<file path="src/rtl/histogram_stat.sv">
// Per-frame pixel histogram into an external BRAM: clear, accumulate one pixel
// per cycle via read-modify-write, then hand the BRAM to the consumer until released.
module histogram_stat #(
  parameter int MD_SIM_ABLE   = 0,
  parameter int NB_BRAM_LATCH = 2,
  parameter int WD_IMG_DATA   = 8,
  parameter int WD_BRAM_ADR   = 8,
  parameter int WD_BRAM_DAT   = 32,
  parameter int WD_ERR_INFO   = 4
) (
  input  logic                   i_sys_clk,
  input  logic                   i_sys_resetn,
  input  logic                   s_axis_pix_tvalid,
  output logic                   s_axis_pix_tready,
  input  logic                   s_axis_pix_tuser,
  input  logic                   s_axis_pix_tlast,
  input  logic [WD_IMG_DATA-1:0] s_axis_pix_tdata,
  output logic                   m_bram_hist_ena,
  output logic                   m_bram_hist_wea,
  output logic [WD_BRAM_ADR-1:0] m_bram_hist_addra,
  output logic [WD_BRAM_DAT-1:0] m_bram_hist_dina,
  output logic                   m_bram_hist_enb,
  output logic [WD_BRAM_ADR-1:0] m_bram_hist_addrb,
  input  logic [WD_BRAM_DAT-1:0] m_bram_hist_doutb,
  output logic                   o_bram_hist_idle,
  input  logic                   i_bram_hist_release,
  output logic [31:0]            o_pix_count,
  output logic [WD_ERR_INFO-1:0] m_err_histogram_info0
);

  localparam int unsigned LAT = NB_BRAM_LATCH;
  localparam logic [WD_BRAM_ADR-1:0] CLR_LAST =
    (MD_SIM_ABLE != 0) ? WD_BRAM_ADR'(15) : {WD_BRAM_ADR{1'b1}};
  localparam logic [2:0] FLUSH_LAST = 3'(LAT - 1);

  typedef enum logic [2:0] {
    ST_CLEAR,
    ST_WAIT_SOF,
    ST_ACC,
    ST_FLUSH,
    ST_DONE
  } state_t;

  state_t state, state_nxt;

  logic [WD_BRAM_ADR-1:0] clr_adr;
  logic [2:0]             flush_cnt;
  logic [31:0]            pix_cnt;
  logic [3:0]             err;

  logic                   pix_acc;
  logic [WD_BRAM_ADR-1:0] pix_adr;

  logic                   pipe_vld [LAT];
  logic [WD_BRAM_ADR-1:0] pipe_adr [LAT];
  logic                   hist_vld [LAT];
  logic [WD_BRAM_ADR-1:0] hist_adr [LAT];
  logic [WD_BRAM_DAT-1:0] hist_dat [LAT];

  logic                   wr_vld;
  logic [WD_BRAM_ADR-1:0] wr_adr;
  logic [WD_BRAM_DAT-1:0] fwd_dat;
  logic [WD_BRAM_DAT-1:0] wr_dat;
  logic                   wr_sat;

  assign pix_adr = WD_BRAM_ADR'(s_axis_pix_tdata);
  assign wr_vld  = pipe_vld[LAT-1];
  assign wr_adr  = pipe_adr[LAT-1];

  always_ff @(posedge i_sys_clk) begin
    if (!i_sys_resetn) begin
      state     <= ST_CLEAR;
      clr_adr   <= '0;
      flush_cnt <= '0;
    end else begin
      state     <= state_nxt;
      clr_adr   <= (state == ST_CLEAR) ? clr_adr + 1'b1 : '0;
      flush_cnt <= (state == ST_FLUSH) ? flush_cnt + 3'd1 : '0;
    end
  end

  always_comb begin
    state_nxt = state;
    case (state)
      ST_CLEAR:    if (clr_adr == CLR_LAST) state_nxt = ST_WAIT_SOF;
      ST_WAIT_SOF: if (pix_acc) state_nxt = s_axis_pix_tlast ? ST_FLUSH : ST_ACC;
      ST_ACC:      if (pix_acc && s_axis_pix_tlast) state_nxt = ST_FLUSH;
      ST_FLUSH:    if (flush_cnt == FLUSH_LAST) state_nxt = ST_DONE;
      ST_DONE:     if (i_bram_hist_release) state_nxt = ST_CLEAR;
      default:     state_nxt = ST_CLEAR;
    endcase
  end

  // A bin read issued L cycles ago misses the writes of the last L cycles;
  // the newest matching write in that window replaces the BRAM data.
  always_comb begin
    fwd_dat = m_bram_hist_doutb;
    for (int unsigned k = 0; k < LAT; k++) begin
      if (hist_vld[LAT-1-k] && hist_adr[LAT-1-k] == wr_adr) fwd_dat = hist_dat[LAT-1-k];
    end
    wr_sat = (fwd_dat == {WD_BRAM_DAT{1'b1}});
    wr_dat = wr_sat ? fwd_dat : fwd_dat + 1'b1;
  end

  always_comb begin
    s_axis_pix_tready     = 1'b0;
    pix_acc               = 1'b0;
    m_bram_hist_enb       = 1'b0;
    m_bram_hist_addrb     = '0;
    m_bram_hist_ena       = 1'b0;
    m_bram_hist_wea       = 1'b0;
    m_bram_hist_addra     = '0;
    m_bram_hist_dina      = '0;
    o_bram_hist_idle      = 1'b0;
    if (i_sys_resetn) begin
      s_axis_pix_tready = (state == ST_WAIT_SOF) || (state == ST_ACC);
      pix_acc = s_axis_pix_tvalid && s_axis_pix_tready &&
                ((state == ST_ACC) || s_axis_pix_tuser);
      m_bram_hist_enb   = pix_acc;
      m_bram_hist_addrb = pix_acc ? pix_adr : '0;
      o_bram_hist_idle  = (state == ST_DONE);
      if (state == ST_CLEAR) begin
        m_bram_hist_ena   = 1'b1;
        m_bram_hist_wea   = 1'b1;
        m_bram_hist_addra = clr_adr;
      end else if (wr_vld) begin
        m_bram_hist_ena   = 1'b1;
        m_bram_hist_wea   = 1'b1;
        m_bram_hist_addra = wr_adr;
        m_bram_hist_dina  = wr_dat;
      end
    end
  end

  always_ff @(posedge i_sys_clk) begin
    if (!i_sys_resetn) begin
      for (int unsigned i = 0; i < LAT; i++) begin
        pipe_vld[i] <= 1'b0;
        pipe_adr[i] <= '0;
        hist_vld[i] <= 1'b0;
        hist_adr[i] <= '0;
        hist_dat[i] <= '0;
      end
    end else begin
      pipe_vld[0] <= pix_acc;
      pipe_adr[0] <= pix_adr;
      hist_vld[0] <= wr_vld;
      hist_adr[0] <= wr_adr;
      hist_dat[0] <= wr_dat;
      for (int unsigned i = 1; i < LAT; i++) begin
        pipe_vld[i] <= pipe_vld[i-1];
        pipe_adr[i] <= pipe_adr[i-1];
        hist_vld[i] <= hist_vld[i-1];
        hist_adr[i] <= hist_adr[i-1];
        hist_dat[i] <= hist_dat[i-1];
      end
    end
  end

  always_ff @(posedge i_sys_clk) begin
    if (!i_sys_resetn) begin
      pix_cnt     <= '0;
      o_pix_count <= '0;
      err         <= '0;
    end else begin
      if (pix_acc) begin
        if (state == ST_WAIT_SOF)  pix_cnt <= 32'd1;
        else if (pix_cnt != '1)    pix_cnt <= pix_cnt + 32'd1;
      end
      if (state == ST_FLUSH && state_nxt == ST_DONE) o_pix_count <= pix_cnt;
      if (state == ST_DONE && i_bram_hist_release) begin
        err <= '0;
      end else begin
        if (wr_vld && wr_sat) err[0] <= 1'b1;
        if (pix_acc && state == ST_ACC && s_axis_pix_tuser) err[1] <= 1'b1;
        if (i_bram_hist_release && state != ST_DONE) err[2] <= 1'b1;
        if (pix_acc && state == ST_ACC && pix_cnt == '1) err[3] <= 1'b1;
      end
    end
  end

  assign m_err_histogram_info0 = WD_ERR_INFO'(err);

endmodule

</file>
<file path="config.mk">
export PLATFORM = sky130hd
export DESIGN_NAME = histogram_stat
export DESIGN_NICKNAME = d
export VERILOG_FILES = /design/src/rtl/histogram_stat.sv
export SDC_FILE = /design/constraint.sdc
export NUM_CORES = 1
export LEC_CHECK = 0
export BUFFER_PORTS_ARGS = -buffer_cell sky130_fd_sc_hd__buf_2
export CELL_PAD_IN_SITES_DETAIL_PLACEMENT = 1
export CELL_PAD_IN_SITES_GLOBAL_PLACEMENT = 1
export CORE_UTILIZATION = 46
export CTS_CLUSTER_SIZE = 30
export DETAILED_ROUTE_END_ITERATION = 6
export PLACE_DENSITY_LB_ADDON = 0.1
export SLEW_MARGIN = 10
export SYNTH_ARGS = -nofsm -noshare
export SYNTH_HDL_FRONTEND = slang
export SYNTH_SLANG_ARGS = --single-unit
</file>
<file path="constraint.sdc">
create_clock -name i_sys_clk -period 10.1 [get_ports i_sys_clk]
set_input_delay 0 -clock i_sys_clk [delete_from_list [all_inputs] [get_ports i_sys_clk]]
set_output_delay 0 -clock i_sys_clk [all_outputs]
set_load 0.02 [all_outputs]
</file>
==> results list, run 1 <==
* Clk sink count: ~180
- Sequential fraction of the synthesis area: between 40% and 50%
* Critical-path cell list: xnor2_1 > nand4_1 > or3_2 > a31oi_2 > ha_1 > clkinv_1 > or4_4 > nor3_4 > xor2_1 > nor2_1 > buf_2
- Number of synthesized flops with an enable pin: 0
- Across all layers, the routed design uses 7900 vias.
- For this run, the number of Yosys warnings is 0.
- Tightest Hold Check Type: in2reg
* Violated checks: DRC
- Net switching is about a quarter of the power.
- After detailed routing, the average wire length per cell comes to 19.2 microns.
* Max IR drop VDD: around 0.12 mV
- Worst-margin pin slew: around 1.1 ns
* Antenna Violating Nets Remaining: 0
- Category of the critical setup timing path: reg2out
- After routing the design area is 10100 sq um.
- Die area: 19200 sq um
- Synthesis produced a netlist whose cell count is between 1000 and 1500.
- The analysis attributes to cell leakage a power of about 3.9 nW.
- Clock tree synthesis selected as its root buffer the cell sky130_fd_sc_hd__clkbuf_16.
- Number of antenna violations at the first check in global routing: 1
- Depth of the CTS H-tree: 4
* CP arrival: about 6.1 ns
- In this run the cell area measured after placement is between 9000 and 10000 sq um.
- Setup repair after global routing missed its margin: no
* Mapped Nets: about 1100
* Int Pwr: 1.18 mW
* Final-layout setup total negative slack: 0 ns
- For this design, the slowest cell found on the critical path is sky130_fd_sc_hd__or3_2.
- Before antenna repair, the detailed router went through 6 iterations.
- After clock tree synthesis, the clock-pin slew on the worst setup and hold paths is around 0.070 ns.
- The smallest clock period supported by the final layout is computed as ~6.1 ns.
- Max-cap violations in this run came to 0.
* Slew headroom: between 20% and 30%
- The worst hold path passes through 5 cells.
- Worst clock skew: roughly 0.013 ns
- Areal power density over the cells: between 150 and 200 nW/um^2
- Worst-skew pair later-pin latency: 0.43 ns
- NetSw: between 400 and 500 uW
- Timing would allow up to 0.163 GHz.
- In this run the worst path has a maximum fanout of between 40 and 50.
* Yosys reg bits: roughly 180
- After detailed routing, the number of remaining DRC violations is 32.
- Area Growth Syn to Fin: 17.4%
- Peak per-stage delay on the critical path: roughly 1.3 ns
- From bottom edge to top edge, the die measures 139 microns.
- STA puts the critical path data required time at around 10 ns.
- Fill cell total of the finished layout: approximately 2200
- Source of the worst register-to-register timing path: pipe_adr[0][10]
* Nature of the critical path startpoint: register
* CTS-repair resized insts: 0
- Number of nets in the final layout: between 1000 and 1500
- I/O Pins: 135
- Worst setup path startpoint: pipe_adr[0][10]
- Setup violations remaining at the end of the flow were counted as 0.
- In this run the tool buffered the top-level ports with between 100 and 150 buffer cells.
* Final Hold Vio Count: 0
- Once the clock tree was built, the setup fixing pass inserted 0 buffers.
- Clk pwr share: between 40% and 50%
- FF-to-FF path depth: 10
- Worst Setup End Kind: output port
* Count of distinct cell types in the synthesized netlist: 60
- Initial core utilization: 47.3%
- Global route total overflow: 0
- Total GRT Usage: roughly 28%
* WL final: between 20 and 30 mm
* Portion of total power attributed to sequential cells: 47.2%
* Top flip-flop cell by instance count after synthesis: sky130_fd_sc_hd__dfxtp_1
- Crit share post-route: 60.8%
* Detailed-placement wirelength estimate: 17.7 mm
- The longest clock path from root to sink contains 2 buffers.
- Global placement routability congestion: approximately 0.88
- Summed instance area of the synthesized netlist: roughly 8600 sq um
- Layout cells sized above 1: around a fifth
* Beginning of the worst hold path: m_bram_hist_doutb[6]
- Standard cell core area: roughly 18000 sq um
- The number of pins exceeding their max-slew limit in the final report is 0.
- Number of global-route vias before repair: between 7000 and 8000
- Total CTS buffers: 17
- Largest net degree at the start of global routing: approximately 80
- Dividing the detail-routed via count by the number of cells gives about 5.7.
- Global-route wire length before repair: between 40 and 50 mm
- Measured along the x axis, the die boundary spans approximately 140 microns.
- Detailed Route Iter0 Violations: roughly 400
* Share of power burned in combinational logic: 7.4%
* CTS tree: built
- Placement row count: between 40 and 50
- Post-Synthesis Mean Instance Area: around 8.4 sq um
* Share of flip-flops with an asynchronous set or reset: 0%
- The run finished, with violations left.
-- cell type report --
class                   instances  area, sq um  area share, %
clock inverters                15          210           2.09
clock buffers                  17          425           4.23
inverters                       6         22.5          0.224
flip-flops and latches        182         3640           36.2
repair buffers                156          866           8.60
diodes                          1         2.50         0.0249
multi-input cells             768         4610           45.8
well taps                     229          287           2.85
-- registers in the layout (all words and copies together) (netlist names) --
register,cells
m_err_histogram_info0,4
clr_adr,8
flush_cnt,3
hist_dat,64
pipe_adr,16
state,3
hist_vld,2
pipe_vld,2
hist_adr,16
pix_cnt,32
o_pix_count,32
-- path summary, 6_finish.rpt --
check,endpoint,slack (ns)
worst max-delay path,m_bram_hist_dina[0],3.96
worst min register to register,pipe_vld[0][1],0.44
worst max register to register,hist_dat[0][1],4.48
worst min-delay path,hist_dat[0][6],0.08
-- power by group through the flow --
stage | logic, mW | clock network (mW) | registers [mW]
floorplan | 0.0747 | 0 | 0.760
global placement | 0.109 | 0 | 0.763
detailed placement | 0.111 | 0 | 0.764
CTS | 0.116 | 0.730 | 0.747
global route | 0.127 | 0.756 | 0.749
finish | 0.118 | 0.719 | 0.748
-- repair_timing --
item | 4_1_cts | 5_1_grt
endpoints found under the setup margin | 0 | 0
endpoints found under the hold margin | 13 | 0
hold buffers | 12 | 0
-- synth_stat cells, drive strengths merged (10+ instances only) --
cell type	n	area share, %
nand2	142	6.2
a21oi	63	3.7
o21ai	14	0.82
dfxtp	182	42
a31oi	30	3.4
nand4	43	3.1
and3	16	1.2
and2	85	6.2
nor4	28	2.3
or3	10	0.73
xor2	33	3.4
nor2	115	5.0
o31ai	24	2.1
clkbuf	50	2.2
nand3	40	2.5
buf	18	1.3
xnor2	38	3.9
-- cell families after synthesis --
| family | synth area share [%] |
|---|---|
| and+or+nand+nor | 31.2 |
| buffers and inverters | 3.79 |
| DFF | 42.5 |
| xor gates and xnor gates | 7.25 |
| muxes | 0.700 |
| AOI/OAI and AO/OA | 13.9 |
| adders and majority gates | 0.729 |
-- through the flow --
step	hold slack, ns	worst slack [ns]	util, %	instances	power [mW]
floorplan	0.116	6.30	-	1024	0.835
global placement	0.220	4.55	51.3	1329	0.873
detailed placement	0.224	4.44	51.3	1329	0.875
CTS	0.0594	3.99	55.5	1373	1.59
global route	0.111	3.47	55.5	1373	1.63
finish	0.0758	3.96	55.5	1374	1.58
-- cell usage in the layout (no fill, tap or decap), types with 33 or more instances in the layout --
| master | count |
|---|---|
| sky130_fd_sc_hd__xnor2_1 | 38 |
| sky130_fd_sc_hd__a21oi_1 | 63 |
| sky130_fd_sc_hd__nand4_1 | 43 |
| sky130_fd_sc_hd__nand3_1 | 38 |
| sky130_fd_sc_hd__xor2_1 | 33 |
| sky130_fd_sc_hd__dfxtp_1 | 182 |
| sky130_fd_sc_hd__nand2_1 | 142 |
| sky130_fd_sc_hd__buf_2 | 134 |
| sky130_fd_sc_hd__and2_1 | 84 |
| sky130_fd_sc_hd__nor2_1 | 114 |
-- critical path: cells and delay by family, from the launching register on --
| family | cells | cell delay [ns] |
|---|---|---|
| AO/OA/AOI/OAI | 1 | 0.40 |
| XOR/XNOR | 2 | 0.33 |
| adder cells (fa/ha/maj) | 1 | 0.38 |
| buffers and inverters | 2 | 0.56 |
| flip-flops | 1 | 0.43 |
| AND/OR/NAND/NOR | 5 | 3.59 |
-- routing by layer --
| layer | GRT usage, % | wire length [microns] |
|---|---|---|
| met5 | 0 | 0 |
| met2 | 48.6 | 13100 |
| met1 | 35.1 | 11500 |
| met4 | 9.23 | 539 |
| met3 | 4.97 | 1240 |
Power figures use the tool's default switching activity.
==> run 2, diff against run 1 <==
CORE_UTILIZATION = 38   (was 46)
clock period = 5.4 ns   (was 10.1 ns; I/O delays follow)
==> run 2 against run 1 <==
Effect of this change: the flow still finishes with violations (DRC); critical path depth grew 1; utilization is 9.1 points lower; clock power is 84% higher.
==> results list, run 2 (synthesis gave the netlist of run 1 again) <==
- The largest registers in the layout are hist_dat x64, o_pix_count x32, pix_cnt x32.
* Category of the critical setup timing path: reg2out
* Commonest cells after routing, fill and taps aside: 182 x sky130_fd_sc_hd__dfxtp_1, 142 x sky130_fd_sc_hd__nand2_1, 134 x sky130_fd_sc_hd__buf_2
- The number of violations reported at the end of detailed-routing iteration 0 came to 308 (-23%).
- Placement row count: 54 (+10%)
- The pin count of the biggest net entering global routing is 81 (-1.2%).
- The initial antenna violation count came to 0 (-1).
* Worst clock skew: 0.0133 ns (+0.000114 ns)
* Achievable frequency: around 0.21 GHz
- Initial core utilization: 39.1% (-8.2 points)
- The total of max-cap violations was 0 (unchanged).
- Flip-flop count of the largest register, all copies and words added: 64 (unchanged)
* Critical-path cell list: xnor2_1 > nand4_1 > buf_4 > or3_2 > buf_4 > a31oi_1 > and3_1 > nand3_2 > nor4_1 > and3_1 > mux2i_1 > buf_2
- Initial DRT Pass Iterations: 7 (+1)
- The sum of net half-perimeters after detailed placement was 18.2 mm (+3.0%).
- The slew of the pin with the lowest slew margin was 1.07 ns (-0.0725 ns).
- Result of the run: complete, but fails checks
* Post-layout power: 2.94 mW (+85%)
- In this run the clock root is driven by a sky130_fd_sc_hd__clkbuf_16.
- The number of primary I/O pins is 135 (unchanged).
* Post-layout min period: 4.71 ns
- Post-CTS setup buffer count: 0 (unchanged)
- Hold Crit Depth: 4 (-1)
- Bufs on Longest Clock Path: 2 (unchanged)
- Worst Hold Endpoint: flush_cnt[0]
- Max IR drop VDD: 0.181 mV (+56%)
* Count of unresolved DRC violations after routing: 11 (-66%)
- The number of gates resized after CTS came to 0 (unchanged).
- Reg-to-reg setup timing slack: 1.23 ns (-3.25 ns)
- Setup repair after global routing left no endpoint under its margin.
- The remaining antenna violation count after routing is 0 (unchanged).
- The maximum fanout count along the critical path is 43 (-4.4%).
- Routed vias/inst: 5.38 (-6.5%)
- The largest stage delay on the critical path was 0.55 ns (-0.73 ns).
* X dimension of the die: 152 microns (+9.9%)
* WL final: 26.3 mm (-0.16%)
- The data required time of the critical path is 5.40 ns (-4.70 ns).
* I/O Buffers: 134 (unchanged)
* Setup violation total in the final timing report: 0 (unchanged)
- Clk sink count: 182 (unchanged)
- Most frequent standard cell in the layout excluding fill and tap cells: sky130_fd_sc_hd__dfxtp_1
- Area Growth Syn to Fin: 18.7%
* Crit share post-route: 87.2%
* Die area: 23200 sq um (+21%)
- The via count of the first global-routing pass came to 7989 (+1.7%).
* Minimum hold slack: 0.0306 ns (-0.0451 ns)
- The wire length of the first global-routing pass is 42.4 mm (-0.95%).
- The vias after detailed routing is 7703 (-2.5%).
* Global placement routability congestion: 0.845 (-4.0%)
- Worst reg2reg endpoint: hist_dat[0][1]
- The global-route usage over all layers came to 23.1% (-4.9 points).
* CTS Hold Buffers Added: 12 (unchanged)
* Worst Setup End Kind: output port
- TritonCTS built the clock tree.
- Total buffers and inverters traversed by the critical path: 3 (+1)
- The core area came to 22000 sq um (+21%).
- Cell type group with the largest total delay on the critical path: simple AND/OR/NAND/NOR gates
- Final Hold Vio Count: 0 (unchanged)
- Worst-skew pair later-pin latency: 0.45 ns (+0.02 ns)
- Die Height: 152 microns (+9.9%)
- In this run the worst hold path is classified as in2reg.
- Final-layout setup total negative slack: 0 ns (unchanged)
* Total CTS buffers: 17 (unchanged)
* Source of the worst register-to-register timing path: pipe_adr[0][8]
- The critical path arrival came to 4.71 ns (-1.43 ns).
* Slew headroom: 28.2% (+4.8 points)
- CTS clock-pin slew for the worst setup and hold paths: 0.08 ns (about the same)
* FF-to-FF path depth: 12 (+2)
- Areal power density over the cells: 288 nW/um^2 (+83%)
- Top register by number of flip-flops: hist_dat
- The reported leakage power is 3.93 nW (+0.62%).
* Max stage delay cell, worst path: sky130_fd_sc_hd__nor4_1
* Layout cells sized above 1: 19.5% (+0.63 points)
- The checks that failed: DRC.
* Beginning of the worst hold path: i_sys_resetn
* Depth of the CTS H-tree: 4 (unchanged)
- The detail-routed net length per standard cell is 18.3 microns (-4.3%).
- Number of nets in the final layout: 1191 (+0.76%)
* Nature of the critical path startpoint: register
- Global route total overflow: 0 (unchanged)
- The number of pins exceeding their max-slew limit in the final report was 0 (unchanged).
* N_diodes: 0 (-1)
-- run 2: cell types whose count changed in the layout (fill, tap and decap cells not counted) --
cell	previous run	this run
sky130_fd_sc_hd__clkinvlp_4	0	2
sky130_fd_sc_hd__buf_4	10	19
sky130_fd_sc_hd__inv_6	4	2
sky130_fd_sc_hd__bufinv_16	3	1
sky130_fd_sc_hd__clkinv_2	2	0
sky130_fd_sc_hd__inv_8	3	4
sky130_fd_sc_hd__clkinv_8	2	3
sky130_fd_sc_hd__clkbuf_8	0	1
sky130_fd_sc_hd__inv_12	0	1
sky130_fd_sc_hd__diode_2	1	0
-- run 2: worst max-delay path by stage --
stage | startpoint | endpoint | slack (ns) | depth (start not counted)
floorplan | pipe_adr[0][8] | m_bram_hist_dina[8] | 1.60 | 15
global placement | pipe_adr[0][13] | m_bram_hist_dina[26] | 1.14 | 12
detailed placement | pipe_adr[0][15] | m_bram_hist_dina[26] | 1.17 | 12
CTS | pipe_adr[0][15] | m_bram_hist_dina[26] | 0.65 | 12
global route | pipe_adr[0][13] | m_bram_hist_dina[26] | 0.43 | 12
finish | pipe_adr[0][8] | m_bram_hist_dina[26] | 0.69 | 12
-- run 2: stage by stage --
stage	worst slack (ns)	cells	util [%]	cell area [sq um]
global placement	1.14	1389	43.0	9440
CTS	0.655	1433	46.4	10200
finish	0.694	1433	46.4	10200
floorplan	1.60	1024	-	8580
global route	0.433	1433	46.4	10200
detailed placement	1.17	1389	43.0	9440
-- run 2: worst register-to-register path, cell delays in order (launching register included) --
cell and delay (ns):
sky130_fd_sc_hd__dfxtp_1 0.41, sky130_fd_sc_hd__xnor2_1 0.16, sky130_fd_sc_hd__nand4_1 0.11, sky130_fd_sc_hd__buf_4 0.22, sky130_fd_sc_hd__or3_2 0.53, sky130_fd_sc_hd__a31oi_2 0.27
sky130_fd_sc_hd__ha_1 0.37, sky130_fd_sc_hd__clkinv_1 0.41, sky130_fd_sc_hd__or4_4 0.68, sky130_fd_sc_hd__nor3_4 0.34, sky130_fd_sc_hd__buf_4 0.25, sky130_fd_sc_hd__mux2i_1 0.24
sky130_fd_sc_hd__nor2_1 0.05
-- run 2: metal layers --
| layer | GRT usage, % | up-vias | routed length (microns) |
|---|---|---|---|
| met5 | 0 | - | 0 |
| met4 | 8.50 | 0 | 588 |
| met3 | 3.78 | 40 | 945 |
| met2 | 40.1 | 130 | 13000 |
| met1 | 28.7 | 3718 | 11700 |
| li1 | - | 3815 | - |
-- run 2: final cells by class --
class	instances	area, sq um
clock inverter	14	181
multi-input combinational	768	4610
clock buffer	18	439
timing repair buffer	165	933
fill	2640	11800
inverter	6	22.5
sequential	182	3640
tap	280	350
-- run 2: report_power, final --
group	switching, mW	total, mW	internal [mW]	leakage, nW
sequential	0.0222	1.40	1.38	1.49
combinational	0.145	0.221	0.0759	2.15
clock	0.635	1.32	0.682	0.296
total	0.802	2.94	2.13	3.93
